[config.mk]
export PLATFORM = sky130hd
export DESIGN_NAME = if_stage_controller
export DESIGN_NICKNAME = d
export VERILOG_FILES = /design/src/rtl/if_ctrl_pkg.sv /design/src/rtl/if_stage_controller_sat_counter.sv /design/src/rtl/if_stage_controller.sv
export SDC_FILE = /design/constraint.sdc
export NUM_CORES = 1
export LEC_CHECK = 0
export BUFFER_PORTS_ARGS = -buffer_cell sky130_fd_sc_hd__buf_4
export CAP_MARGIN = 20
export CORE_ASPECT_RATIO = 0.6
export CORE_UTILIZATION = 52
export DETAILED_ROUTE_END_ITERATION = 10
export GPL_TIMING_DRIVEN = 0
export PLACE_DENSITY = 0.86
export SLEW_MARGIN = 20
export SYNTH_ARGS = -nofsm -noshare
export SYNTH_HDL_FRONTEND = slang
export SYNTH_SLANG_ARGS = --single-unit
[constraint.sdc]
create_clock -name clock -period 2.6 [get_ports clock]
set_input_delay 0.52 -clock clock [delete_from_list [all_inputs] [get_ports clock]]
set_output_delay 0.52 -clock clock [all_outputs]
set_load 0.02 [all_outputs]
[src/rtl/if_ctrl_pkg.sv]
// Shared encodings for the IF-stage hazard/redirect controller.
// Also holds the load-use hazard term used by the controller.
package if_ctrl_pkg;

  typedef enum logic [1:0] {
    ST_BOOT  = 2'd0,
    ST_RUN   = 2'd1,
    ST_STALL = 2'd2
  } ctrl_state_e;

  localparam logic [1:0]  PCSEL_SEQ = 2'd0;
  localparam logic [1:0]  PCSEL_BR  = 2'd1;
  localparam logic [1:0]  PCSEL_JMP = 2'd2;
  localparam logic [31:0] NOP_INSTR = 32'h0000_0000;

  // r0 is hardwired to zero, so a load targeting it can never create a hazard
  function automatic logic load_use_hazard(
    input logic       mem_read,
    input logic [4:0] ex_rt,
    input logic [4:0] rs,
    input logic [4:0] rt,
    input logic       uses_rs,
    input logic       uses_rt
  );
    logic hit_rs;
    logic hit_rt;
    hit_rs = uses_rs && (rs == ex_rt);
    hit_rt = uses_rt && (rt == ex_rt);
    return mem_read && (ex_rt != 5'd0) && (hit_rs || hit_rt);
  endfunction

endpackage

[src/rtl/if_stage_controller_sat_counter.sv]
// Saturating up-counter with synchronous clear; clear wins over increment.
module sat_counter #(
  parameter int W = 16
) (
  input  logic         clock,
  input  logic         reset_n,
  input  logic         inc,
  input  logic         clr,
  output logic [W-1:0] count
);

  logic [W-1:0] r_count;

  // count register: hold at all-ones instead of wrapping
  always_ff @(posedge clock or negedge reset_n) begin
    if (!reset_n) begin
      r_count <= {W{1'b0}};
    end else if (clr) begin
      r_count <= {W{1'b0}};
    end else if (inc && (r_count != {W{1'b1}})) begin
      r_count <= r_count + {{(W-1){1'b0}}, 1'b1};
    end else begin
      r_count <= r_count;
    end
  end

  assign count = r_count;

endmodule

[src/rtl/if_stage_controller.sv]
// Front-end hazard/redirect controller: boot freeze, load-use stall,
// branch/jump redirects, fetch-hold bubbles and stall/flush perf counters.
module if_stage_controller
  import if_ctrl_pkg::*;
#(
  parameter int BOOT_CYCLES = 2,
  parameter int CNT_W       = 16
) (
  input  logic             clock,
  input  logic             reset_n,
  input  logic [4:0]       id_rs,
  input  logic [4:0]       id_rt,
  input  logic             id_uses_rs,
  input  logic             id_uses_rt,
  input  logic             ex_mem_read,
  input  logic [4:0]       ex_rt,
  input  logic             branch_taken,
  input  logic             jump,
  input  logic             fetch_hold,
  input  logic             clr_counters,
  output logic             pc_write,
  output logic [1:0]       pc_sel,
  output logic             if_id_write,
  output logic             if_id_flush,
  output logic             id_ex_bubble,
  output logic [1:0]       ctrl_state,
  output logic [CNT_W-1:0] stall_count,
  output logic [CNT_W-1:0] flush_count
);

  localparam logic [3:0] BOOT_LAST = 4'(BOOT_CYCLES - 1);

  ctrl_state_e r_state;
  ctrl_state_e w_next_state;
  logic [3:0]  r_boot_cnt;
  logic        w_lu;
  logic        w_pc_write;
  logic [1:0]  w_pc_sel;
  logic        w_if_id_write;
  logic        w_if_id_flush;
  logic        w_id_ex_bubble;
  logic        w_stall_inc;
  logic        w_flush_inc;

  assign w_lu = load_use_hazard(ex_mem_read, ex_rt, id_rs, id_rt, id_uses_rs, id_uses_rt);

  // state and boot-counter registers
  always_ff @(posedge clock or negedge reset_n) begin
    if (!reset_n) begin
      r_state    <= ST_BOOT;
      r_boot_cnt <= 4'd0;
    end else begin
      r_state    <= w_next_state;
      r_boot_cnt <= (r_state == ST_BOOT) ? (r_boot_cnt + 4'd1) : r_boot_cnt;
    end
  end

  // next state and Mealy control outputs; defaults are the frozen/boot values
  always_comb begin
    w_next_state   = r_state;
    w_pc_write     = 1'b0;
    w_pc_sel       = PCSEL_SEQ;
    w_if_id_write  = 1'b0;
    w_if_id_flush  = 1'b1;
    w_id_ex_bubble = 1'b1;
    case (r_state)
      ST_BOOT: begin
        if (r_boot_cnt == BOOT_LAST) begin
          w_next_state = ST_RUN;
        end else begin
          w_next_state = ST_BOOT;
        end
      end
      ST_RUN, ST_STALL: begin
        w_next_state = ST_RUN;
        if (branch_taken) begin
          w_pc_sel       = PCSEL_BR;
          w_pc_write     = 1'b1;
          w_if_id_write  = 1'b1;
          w_if_id_flush  = 1'b1;
          w_id_ex_bubble = 1'b1;
        // lu is masked in STALL so a held load-use pair cannot stall twice
        end else if (w_lu && (r_state == ST_RUN)) begin
          w_next_state   = ST_STALL;
          w_pc_write     = 1'b0;
          w_if_id_write  = 1'b0;
          w_if_id_flush  = 1'b0;
          w_id_ex_bubble = 1'b1;
        end else if (jump) begin
          w_pc_sel       = PCSEL_JMP;
          w_pc_write     = 1'b1;
          w_if_id_write  = 1'b1;
          w_if_id_flush  = 1'b1;
          w_id_ex_bubble = 1'b0;
        end else if (fetch_hold) begin
          w_pc_write     = 1'b0;
          w_if_id_write  = 1'b1;
          w_if_id_flush  = 1'b1;
          w_id_ex_bubble = 1'b0;
        end else begin
          w_pc_write     = 1'b1;
          w_if_id_write  = 1'b1;
          w_if_id_flush  = 1'b0;
          w_id_ex_bubble = 1'b0;
        end
      end
      default: begin
        w_next_state = ST_BOOT;
      end
    endcase
  end

  assign w_stall_inc = (r_state != ST_BOOT) && !w_pc_write;
  assign w_flush_inc = (r_state != ST_BOOT) && (w_pc_sel != PCSEL_SEQ);

  sat_counter #(.W(CNT_W)) u_stall_cnt (
    .clock   (clock),
    .reset_n (reset_n),
    .inc     (w_stall_inc),
    .clr     (clr_counters),
    .count   (stall_count)
  );

  sat_counter #(.W(CNT_W)) u_flush_cnt (
    .clock   (clock),
    .reset_n (reset_n),
    .inc     (w_flush_inc),
    .clr     (clr_counters),
    .count   (flush_count)
  );

  assign pc_write     = w_pc_write;
  assign pc_sel       = w_pc_sel;
  assign if_id_write  = w_if_id_write;
  assign if_id_flush  = w_if_id_flush;
  assign id_ex_bubble = w_id_ex_bubble;
  assign ctrl_state   = r_state;

endmodule

==> impl_metrics.tcl <==
set metrics [dict create \
    final_cell_area_um2 2940 \
    ys_warn_count 0 \
    wl_per_cell_um 14.9 \
    drv_slew 0 \
    fin_skew_ns 0.00382 \
    whs_ns 0.180 \
    start_util 0.548 \
    drive_gt1_frac 0.262 \
    htree_levels 2 \
    setup_slack_ns 0.107 \
    dp_cells 374 \
    power_density_nw_per_um2 622 \
    nFillCells 340 \
    final_cell_count_no_fill 381 \
    nets 351 \
    pwr-share-clk 0.230 \
    clk_pin_slew_ns 0.08 \
    r2r-start "u_stall_cnt.count[7]" \
    drv_cap 0 \
    diodes 0 \
    route.detailed.drc 0 \
    antenna_found_initial 0 \
    path_class "input port to flop" \
    clock-root-buffer "clkbuf_8" \
    reg2reg_slack_ns 0.17 \
    dp_hpwl_mm 4.14 \
    finalCoreUtilization 0.710 \
    firstDrtPassIters 5 \
    vias 2218 \
    core_area_um2 4140 \
    clkSinkCount 38 \
    gp_congestion 0.832 \
    seq_area_um2 951 \
    grt_pass1_vias 1983 \
    synth.cell_area_um2 2270 \
    finalSetupViolCount 0 \
    syn_inst 251 \
    num_rows 18 \
    worst_pin_slew_ns 0.520 \
    area_delta_synth_final_pct 29.6 \
    switchingPower_uw 690 \
    status "finished, final reports clean" \
    rr_worst_depth 9 \
    combPwrFrac 0.374 \
    cp_max_fo 10 \
    finalCriticalPeriod_ns 2.49 \
    synth.avg_cell_area_um2 9.05 \
    portBuffers 63 \
    ys_seq_area_frac 0.419 \
    p_leak_nw 1.29 \
    grtUsageTotal 0.257 \
    drt_iter0_markers 157 \
    p_total_mw 1.83 \
    finalHoldViolations 0 \
    worstSetupStartpointType "input port" \
    synth.distinct_cells 40 \
    hold_class "input port to async pin" \
    postPlaceCellArea_um2 2820 \
    wirelength_mm 5.69 \
    multi_input_area_um2 1270 \
    die_h_um 53.2 \
    use_met3 0.0608 \
    vdd_drop_max_mv 0.397 \
    r2r_end "u_stall_cnt.count[1]" \
    ios 64 \
    final_antenna_net_count 0 \
    fp.dieW_um 87.3 \
    p_seq_frac 0.395 \
    syn_nets 282 \
    design.die.area_um2 4650 \
    cts.path.max_buffers 2 \
    crit_required_ns 2.75 \
    pre_cts_ws_ns -0.214 \
    end_kind "flop" \
    tns_ns 0 \
    grtUsageMet1 0.359 \
    cts.hold.buffers_added 0 \
    viasPerCell 5.82 \
    grt_pass1_wl_mm 9.00 \
    fmax_ghz 0.401 \
    switching_share 0.376 \
    cts_buffers 5 \
    clk_latency_ns 0.29 \
    grt.met2_usage 0.397 \
    crit_start "ex_rt[1]" \
    cts_tree "yes" \
    finalCritPeriodShare 0.959 \
    cp.arrival_ns 2.65 \
    relSlewSlack 0.652 \
    synth_seq_cells 38 \
    p_int_mw 1.14 \
    top_usage_layer "met2" \
    grt_start_max_net_pins 39 \
    grt_overflow_total 0 \
]
placed cells by master, fill, tap and decap left out, drive strengths merged, types with 2 or more instances in the layout:
cell type	n
dfrtp	38
nand3	13
xnor2	13
clkbuf	14
nor3	2
inv	9
mux2i	2
nand2b	2
o21ai	14
and3	2
or3	7
xor2	6
mux2	2
a41oi	2
o31ai	11
and2	2
a21oi	20
buf	67
o21a	2
nor2	20
nor2b	7
ha	7
or4	15
nand2	20
nand4	11
state kept, by name, indices dropped and copies added (netlist names):
signal / flops
u_stall_cnt.count: 16
ctrl_state: 2
r_boot_cnt: 4
u_flush_cnt.count: 16
layout make-up:
cell class	instances	share of cell area
Multi-Input combinational cell	192	0.432
Tap cell	60	0.0255
Timing Repair Buffer	63	0.161
Clock inverter	1	0.00170
Buffer	11	0.0161
Inverter	9	0.0115
Clock buffer	7	0.0293
Sequential cell	38	0.323
worst max-delay path: stages:
cell	delay (ns)
buf_4	0.13
or3_1	0.40
o311a_4	0.35
a211oi_4	0.32
o21ai_2	0.18
buf_2	0.24
o41ai_1	0.38
a21oi_1	0.12
worst max-delay path by stage:
stage,slack (ns),cells past startpoint,endpoint
after floorplan,0.09,6,u_flush_cnt.count[13]
after global placement,-0.23,9,u_stall_cnt.count[1]
after detailed placement,-0.21,9,u_stall_cnt.count[1]
after CTS,0.03,7,u_flush_cnt.count[13]
after global routing,-0.0002,9,u_stall_cnt.count[1]
final,0.11,8,u_flush_cnt.count[7]
cell families (layout without fill, tap and decap cells):
family                     Yosys count  after routing  synth area share
buffers and inverters               21             91            0.0374
DFF                                 38             38             0.419
adders and majority gates            7              7            0.0385
muxes                                4              4            0.0187
and+or+nand+nor                    105            105             0.248
xor gates and xnor gates            19             19            0.0732
AOI/OAI and AO/OA                   57             57             0.165
power groups by stage:
stage / logic [mW] / registers [mW] / clock network [mW]
finish: 0.686 / 0.724 / 0.422
global route: 0.755 / 0.733 / 0.452
CTS: 0.679 / 0.724 / 0.424
detailed placement: 0.676 / 0.736 / 0
global placement: 0.665 / 0.732 / 0
floorplan: 0.411 / 0.756 / 0
per-layer routing:
layer / vias to the layer above / wire, um
li1: 1053 / -
met1: 1063 / 2660
met2: 95 / 2560
met3: 7 / 435
met4: 0 / 31
met5: - / 0
what timing repair did:
| item | 4_1_cts | 5_1_grt |
|---|---|---|
| pin swaps | 0 | 1 |
| gates resized for setup | 1 | 7 |
| setup endpoints to repair | 1 | 27 |
| endpoints found under the hold margin | 0 | 0 |
| setup buffers | 0 | 0 |
cell usage after synthesis:
master | number | area [um2]
a211oi_4 | 1 | 20.0
a21boi_0 | 1 | 7.51
a21oi_1 | 20 | 100
a31oi_1 | 1 | 6.26
a41oi_1 | 2 | 17.5
and2_1 | 2 | 12.5
and3_1 | 2 | 12.5
and4b_1 | 1 | 10.0
buf_1 | 1 | 3.75
buf_2 | 2 | 10.0
buf_4 | 1 | 7.51
clkbuf_1 | 8 | 30.0
dfrtp_1 | 38 | 951
ha_1 | 7 | 87.6
inv_1 | 9 | 33.8
mux2_2 | 2 | 22.5
mux2i_1 | 2 | 20.0
nand2_1 | 20 | 75.1
nand2b_1 | 2 | 12.5
nand3_1 | 13 | 65.1
nand4_1 | 11 | 68.8
nor2_1 | 20 | 75.1
nor2b_1 | 7 | 43.8
nor3_1 | 2 | 10.0
nor4_1 | 1 | 6.26
o2111ai_1 | 1 | 8.76
o211ai_1 | 1 | 7.51
o21a_1 | 2 | 15.0
o21ai_0 | 13 | 65.1
o21ai_2 | 1 | 8.76
o22ai_1 | 1 | 6.26
o311a_4 | 1 | 21.3
o31ai_1 | 11 | 82.6
o41ai_1 | 1 | 8.76
or2_2 | 1 | 6.26
or3_1 | 7 | 43.8
or4_1 | 15 | 113
or4b_1 | 1 | 10.0
xnor2_1 | 13 | 114
xor2_1 | 6 | 52.6
Note: power is estimated with default switching activity, not from simulation.
